**src/rtl/axis_lane_packer_pkg.sv**
```systemverilog
// Shared widths and lane-mask helper for the 64->256 bit lane packer.
// The mask is sized for the widest supported word; callers cast it down to their lane count.
package axis_lane_packer_pkg;

  localparam int LANE_WIDTH    = 16;
  localparam int DEF_IN_WIDTH  = 64;
  localparam int DEF_OUT_WIDTH = 256;
  localparam int MAX_LANES     = 64;

  typedef logic [MAX_LANES-1:0] lane_mask_t;

  // Ones for every lane covered by the first nbeats input beats.
  function automatic lane_mask_t keep_mask(input int unsigned nbeats,
                                           input int unsigned lanes_per_beat);
    lane_mask_t mask;
    mask = '0;
    for (int unsigned i = 0; i < MAX_LANES; i++) begin
      if (i < nbeats * lanes_per_beat) mask[i] = 1'b1;
    end
    return mask;
  endfunction

endpackage

```
**src/rtl/axis_pack_slot.sv**
```systemverilog
// One holding register for a packed word (data, last, keep) with a valid flag.
// A load takes priority over an unload in the same cycle, so the slot never bubbles.
module axis_pack_slot
  import axis_lane_packer_pkg::*;
#(
  parameter int DATA_WIDTH = DEF_OUT_WIDTH,
  parameter int KEEP_WIDTH = DEF_OUT_WIDTH / LANE_WIDTH
) (
  input  logic                  clk,
  input  logic                  rst,
  input  logic                  load,
  input  logic                  unload,
  input  logic [DATA_WIDTH-1:0] load_data,
  input  logic                  load_last,
  input  logic [KEEP_WIDTH-1:0] load_keep,
  output logic                  valid,
  output logic [DATA_WIDTH-1:0] data,
  output logic                  last,
  output logic [KEEP_WIDTH-1:0] keep
);

  always_ff @(posedge clk) begin
    if (rst) begin
      valid <= 1'b0;
      data  <= '0;
      last  <= 1'b0;
      keep  <= '0;
    end else if (load) begin
      valid <= 1'b1;
      data  <= load_data;
      last  <= load_last;
      keep  <= load_keep;
    end else if (unload) begin
      valid <= 1'b0;
    end
  end

endmodule

```
**src/rtl/axis_lane_packer.sv**
```systemverilog
// Packs IN_WIDTH DMA beats little-endian into OUT_WIDTH lane words; s_last flushes a
// zero-padded partial word. An output slot plus one pending slot absorb downstream stalls.
module axis_lane_packer
  import axis_lane_packer_pkg::*;
#(
  parameter int IN_WIDTH  = DEF_IN_WIDTH,
  parameter int OUT_WIDTH = DEF_OUT_WIDTH
) (
  input  logic                             clk,
  input  logic                             rst,
  input  logic                             activate,
  input  logic                             s_valid,
  input  logic                             s_last,
  input  logic [IN_WIDTH-1:0]              s_data,
  output logic                             s_ready,
  output logic                             m_valid,
  output logic                             m_last,
  output logic [OUT_WIDTH-1:0]             m_data,
  output logic [OUT_WIDTH/LANE_WIDTH-1:0]  m_keep,
  input  logic                             m_ready,
  output logic [31:0]                      words_out
);

  localparam int RATIO          = OUT_WIDTH / IN_WIDTH;
  localparam int LANES          = OUT_WIDTH / LANE_WIDTH;
  localparam int LANES_PER_BEAT = IN_WIDTH / LANE_WIDTH;
  localparam int IDX_W          = (RATIO > 1) ? $clog2(RATIO) : 1;
  localparam logic [IDX_W-1:0] LAST_IDX = IDX_W'(RATIO - 1);

  logic                 clear;
  logic [IDX_W-1:0]     beat_idx_reg;
  logic [OUT_WIDTH-1:0] pack_reg;
  logic                 s_fire;
  logic                 final_beat;
  logic                 out_free;
  logic                 m_fire;
  logic                 pend_full;
  logic                 pend_load;
  logic                 pend_drain;
  logic                 out_load;
  logic [OUT_WIDTH-1:0] word_data;
  logic [LANES-1:0]     word_keep;
  logic [OUT_WIDTH-1:0] pend_data;
  logic [LANES-1:0]     pend_keep;
  logic                 pend_last;
  logic [OUT_WIDTH-1:0] out_src_data;
  logic [LANES-1:0]     out_src_keep;
  logic                 out_src_last;

  assign clear = rst | ~activate;

  // s_ready depends only on registered state and the control inputs, never on s_valid.
  assign s_ready    = activate & ~rst & ~pend_full;
  assign s_fire     = s_valid & s_ready;
  assign final_beat = s_fire & (s_last | (beat_idx_reg == LAST_IDX));

  assign out_free = ~m_valid | m_ready;
  assign m_fire   = m_valid & m_ready;

  // pend_full blocks s_ready, so a pending drain and a new final beat never coincide.
  assign pend_load  = final_beat & ~out_free;
  assign pend_drain = pend_full & out_free;
  assign out_load   = out_free & (pend_full | final_beat);

  // Beats below the current index come from pack_reg, the current beat from s_data,
  // and everything above is forced to zero so partial words are clean.
  for (genvar gi = 0; gi < RATIO; gi++) begin : g_word
    assign word_data[gi*IN_WIDTH +: IN_WIDTH] =
        (IDX_W'(gi) == beat_idx_reg) ? s_data :
        (IDX_W'(gi) <  beat_idx_reg) ? pack_reg[gi*IN_WIDTH +: IN_WIDTH] :
                                       '0;
  end

  assign word_keep = LANES'(keep_mask(32'(beat_idx_reg) + 32'd1, LANES_PER_BEAT));

  always_ff @(posedge clk) begin
    if (clear) begin
      beat_idx_reg <= '0;
      pack_reg     <= '0;
    end else if (s_fire) begin
      if (final_beat) begin
        beat_idx_reg <= '0;
        pack_reg     <= '0;
      end else begin
        beat_idx_reg <= beat_idx_reg + 1'b1;
        pack_reg[beat_idx_reg*IN_WIDTH +: IN_WIDTH] <= s_data;
      end
    end
  end

  axis_pack_slot #(
    .DATA_WIDTH (OUT_WIDTH),
    .KEEP_WIDTH (LANES)
  ) u_pend (
    .clk       (clk),
    .rst       (clear),
    .load      (pend_load),
    .unload    (pend_drain),
    .load_data (word_data),
    .load_last (s_last),
    .load_keep (word_keep),
    .valid     (pend_full),
    .data      (pend_data),
    .last      (pend_last),
    .keep      (pend_keep)
  );

  assign out_src_data = pend_full ? pend_data : word_data;
  assign out_src_keep = pend_full ? pend_keep : word_keep;
  assign out_src_last = pend_full ? pend_last : s_last;

  axis_pack_slot #(
    .DATA_WIDTH (OUT_WIDTH),
    .KEEP_WIDTH (LANES)
  ) u_out (
    .clk       (clk),
    .rst       (clear),
    .load      (out_load),
    .unload    (m_fire),
    .load_data (out_src_data),
    .load_last (out_src_last),
    .load_keep (out_src_keep),
    .valid     (m_valid),
    .data      (m_data),
    .last      (m_last),
    .keep      (m_keep)
  );

  always_ff @(posedge clk) begin
    if (clear) begin
      words_out <= '0;
    end else if (m_fire) begin
      words_out <= words_out + 32'd1;
    end
  end

endmodule

```
**config.mk**
```make
export PLATFORM = sky130hd
export DESIGN_NAME = axis_lane_packer
export DESIGN_NICKNAME = d
export VERILOG_FILES = /design/src/rtl/axis_lane_packer_pkg.sv /design/src/rtl/axis_pack_slot.sv /design/src/rtl/axis_lane_packer.sv
export SDC_FILE = /design/constraint.sdc
export NUM_CORES = 2
export LEC_CHECK = 0
export CAP_MARGIN = 20
export CORE_MARGIN = 1
export CORE_UTILIZATION = 61
export CTS_CLUSTER_DIAMETER = 80
export DETAILED_ROUTE_END_ITERATION = 7
export GPL_TIMING_DRIVEN = 0
export HOLD_SLACK_MARGIN = 0.06
export PLACE_DENSITY_LB_ADDON = 0.25
export RECOVER_POWER = 100
export SLEW_MARGIN = 20
export SYNTH_ARGS = -nofsm -noshare
export SYNTH_HDL_FRONTEND = slang
export SYNTH_SLANG_ARGS = --single-unit
```
**constraint.sdc**
```tcl
create_clock -name clk -period 3.8 [get_ports clk]
set_input_delay 0.76 -clock clk [delete_from_list [all_inputs] [get_ports clk]]
set_output_delay 0.76 -clock clk [all_outputs]
set_load 0.005 [all_outputs]
```
==> key figures <==
Power
  – Clock Power Share: 47.6%
  – Switch share: 23.39%
  – Leakage dissipation: 13.25 nW
  – Combinational Power Share: 5.0%
  – Psw: 0.003897 W
  – Max IR drop VDD: 317.4 uV
  – PwrDens: 426.7 nW/um^2
  – Internal: 0.01276 W
  – Seq pwr share: 47.5%

Route
  – Drt drc: 2
  – Vias/cell: 6.441
  – Drt total wl: 117.6 mm
  – Via count: 34500
  – Routed Antenna Nets: 0
  – Drt wl/cell: 21.95 um
  – 1st-iter DRT viols: 5033
  – DRT Pass-1 Iters: 8

Synthesis
  – Synth warn: 0
  – Yosys top cell by area: dfxtp_1
  – Post-synth ARST share: 0%
  – Syn Area/Cell: 7.684 um^2
  – Mapped Nets: 4295
  – Share of the synthesized area in the top cell type: 46.35%
  – Register area share after synthesis: 46.35%
  – FF+latch count, synth: 750
  – Number of synthesized flops with an enable pin: 0
  – Post-Synthesis Cells: 4216
  – Synth top area cells: dfxtp_1 (46%), a21oi_1 (7.4%), nand2_1 (6.2%), o21ai_0 (6.1%), nor2_1 (6.1%)
  – Mapped cell area: 32390 um^2
  – Synth cell types: 43
  – Ys flop type: dfxtp_1

Cells and area
  – Most frequent cells in the layout: dfxtp_1 (750), nand2_1 (539), nor2_1 (529)
  – Final Non-Filler Cells: 5357
  – Fill count: 4108
  – P&R area growth vs syn: 20.51%
  – Layout cells sized above 1: 3.710%
  – Nets: 4686
  – Most common cell after layout, fill and taps aside: dfxtp_1

Critical path
  – CP required: 4.35 ns
  – Crit. path cell count: 7
  – CP max stage delay: 0.92 ns
  – Reg2Reg Depth: 8
  – CP Launch Type: input port
  – Slowest-stage cell, CP: clkbuf_1
  – CP Capture Type: flip-flop
  – Kind of critical path: input port to flip-flop
  – Crit path buffers/inverters: 4
  – Maximum fanout along the worst path: 10
  – Critical-path cell list: clkdlybuf4s50_1 -> nand2b_1 -> clkbuf_1 -> clkbuf_1 -> clkbuf_1 -> o2111ai_1 -> a21oi_1
  – Critical path arrival: 4.36 ns
  – Most frequent CP cell: clkbuf_1
  – Crit path max-delay family: buffers and inverters

Timing
  – Setup Skew: 0.01868 ns
  – Final period util: 100.2%
  – Setup ws final: -0.008340 ns
  – Endpoints failing setup: 2
  – Final hold violations: 0
  – Unrepaired setup endpoints after global routing: no
  – Min Hold Slack: 0.4507 ns
  – Max-slew headroom: 0.6920%
  – Max Slew Vio Count: 0
  – Worst-margin pin slew: 1.490 ns
  – Max Freq: 262.6 MHz
  – Post-layout min period: 3.808 ns

Die
  – Chip Height: 232.4 um
  – Row count: 84
  – Core region area: 52550 um^2
  – Width of the die: 232.4 um
  – I/O pin total: 377
  – Die area: 54030 um^2
  – Initial core utilization: 61.65%

Clocking
  – CTS Hold Bufs: 0
  – Max H-tree Level: 3
  – Clock sink total: 750
  – Worst-path clk slew: 0.06 ns
  – TritonCTS clock tree: done
  – Clock Tree Buf Depth: 3
  – Clock root buffer: clkbuf_16
  – Total clock buffers created by CTS: 76
  – Cts repair resizes: 10
  – Post-CTS Setup Bufs: 0
  – Clk Latency, worst-skew pair: 0.63 ns

Hold path
  – Hold path depth: 2
  – Hold WC Path Type: flip-flop to flip-flop

Global routing
  – Overflow after GRT: 0
  – Vias in the first global route: 30790
  – Total GRT Usage: 41.96%
  – Initial antenna violation count: 5
  – Largest net degree at the start of global routing: 17
  – Global-route wire length before repair: 176.2 mm

Placement
  – Gp weighted congestion: 0.9585
  – Input/output buffers: 312
  – Inst Count DP: 5218
  – DP Wirelength: 81.70 mm

Run
  – # Max-Cap Violations: 0

Status
  – Outcome: finished with violations
  – Violated checks: design-rule violations, negative setup slack
[layer usage]
layer / GRT usage [%] / vias to the layer above / share of wire [%]
met5: 0 / - / 0.031
met4: 26.36 / 6 / 7.0
met3: 10.65 / 531 / 12
met2: 63.05 / 2501 / 43
met1: 53.70 / 16010 / 37
li1: - / 15460 / -
[synthesized netlist by cell type, types with 3 or more instances]
library cell,number
a211oi_1,132
a21oi_1,478
a22oi_1,128
a31oi_1,3
and3_1,6
and4_1,3
buf_1,58
buf_2,31
buf_4,12
clkbuf_1,393
clkbuf_2,4
dfxtp_1,750
ha_1,9
inv_1,4
mux2i_1,68
nand2_1,539
nand2b_1,134
nand3_1,206
nand4_1,10
nor2_1,529
nor3_1,132
nor4_1,5
o2111ai_1,128
o21ai_0,397
o31ai_1,6
or3_1,11
or4_1,10
xnor2_1,3
xor2_1,8
[worst reg2reg max path: cells and delay by family, from the launching register on]
| kind | cells | cell delay (ns) |
|---|---|---|
| flops | 1 | 0.38 |
| compound gates | 2 | 0.37 |
| simple gates | 2 | 0.28 |
| buf+inv | 4 | 2.61 |
[layout make-up]
class / instances / area (um^2) / area share, %
clock inverters: 22 / 324.1 / 0.8301
multi-input cells: 2964 / 15430 / 39.52
inverters: 4 / 15.01 / 0.03846
clock buffers: 112 / 2281 / 5.843
plain buffers: 497 / 1959 / 5.019
well taps: 688 / 860.8 / 2.205
repair buffers: 314 / 3139 / 8.041
flip-flops and latches: 750 / 15010 / 38.46
diodes: 6 / 15.01 / 0.03846
[per-stage QoR]
step           util (%)  power (W)  cell area [um^2]  setup TNS [ns]  setup slack, ns
2_1_floorplan         -   0.008534             32390               0            1.216
3_3_place_gp      69.23   0.008856             36380         -306.72           -1.063
3_5_place_dp      69.31   0.008864             36420         -232.86          -0.9970
4_1_cts           74.29    0.01657             39040               0          0.04863
5_1_grt           74.26    0.01696             39020               0         0.003182
6_report          74.29    0.01666             39040       -0.008374        -0.008340
[power by group through the flow]
stage | clock network [W] | registers (W) | logic, W
final | 0.00793 | 0.00791 | 0.000825
after global routing | 0.00819 | 0.00791 | 0.000855
after CTS | 0.00787 | 0.00791 | 0.000789
after detailed placement | 0 | 0.00808 | 0.000780
after global placement | 0 | 0.00808 | 0.000772
after floorplan | 0 | 0.00808 | 0.000455
[worst paths after layout]
check,from,to,slack (ns)
worst min register to register,pack_reg[47],pack_reg[47],0.45
worst max register to register,u_pend.valid,u_out.data[32],0.09
worst max-delay path,m_ready,u_out.data[143],-0.008
worst min-delay path,pack_reg[47],pack_reg[47],0.45
[cells by family (layout without fill, tap and decap cells)]
| group | after synthesis | after routing | synth area share (%) |
|---|---|---|---|
| compound gates | 1280 | 1280 | 23.39 |
| buf+inv | 502 | 949 | 6.091 |
| simple gates | 1596 | 1596 | 21.42 |
| mux | 68 | 68 | 2.101 |
| flops | 750 | 750 | 46.35 |
| other cells | 0 | 6 | 0 |
| fa+ha+maj | 9 | 9 | 0.3476 |
| xor+xnor | 11 | 11 | 0.2974 |
Note: power is estimated with default switching activity, not from simulation.
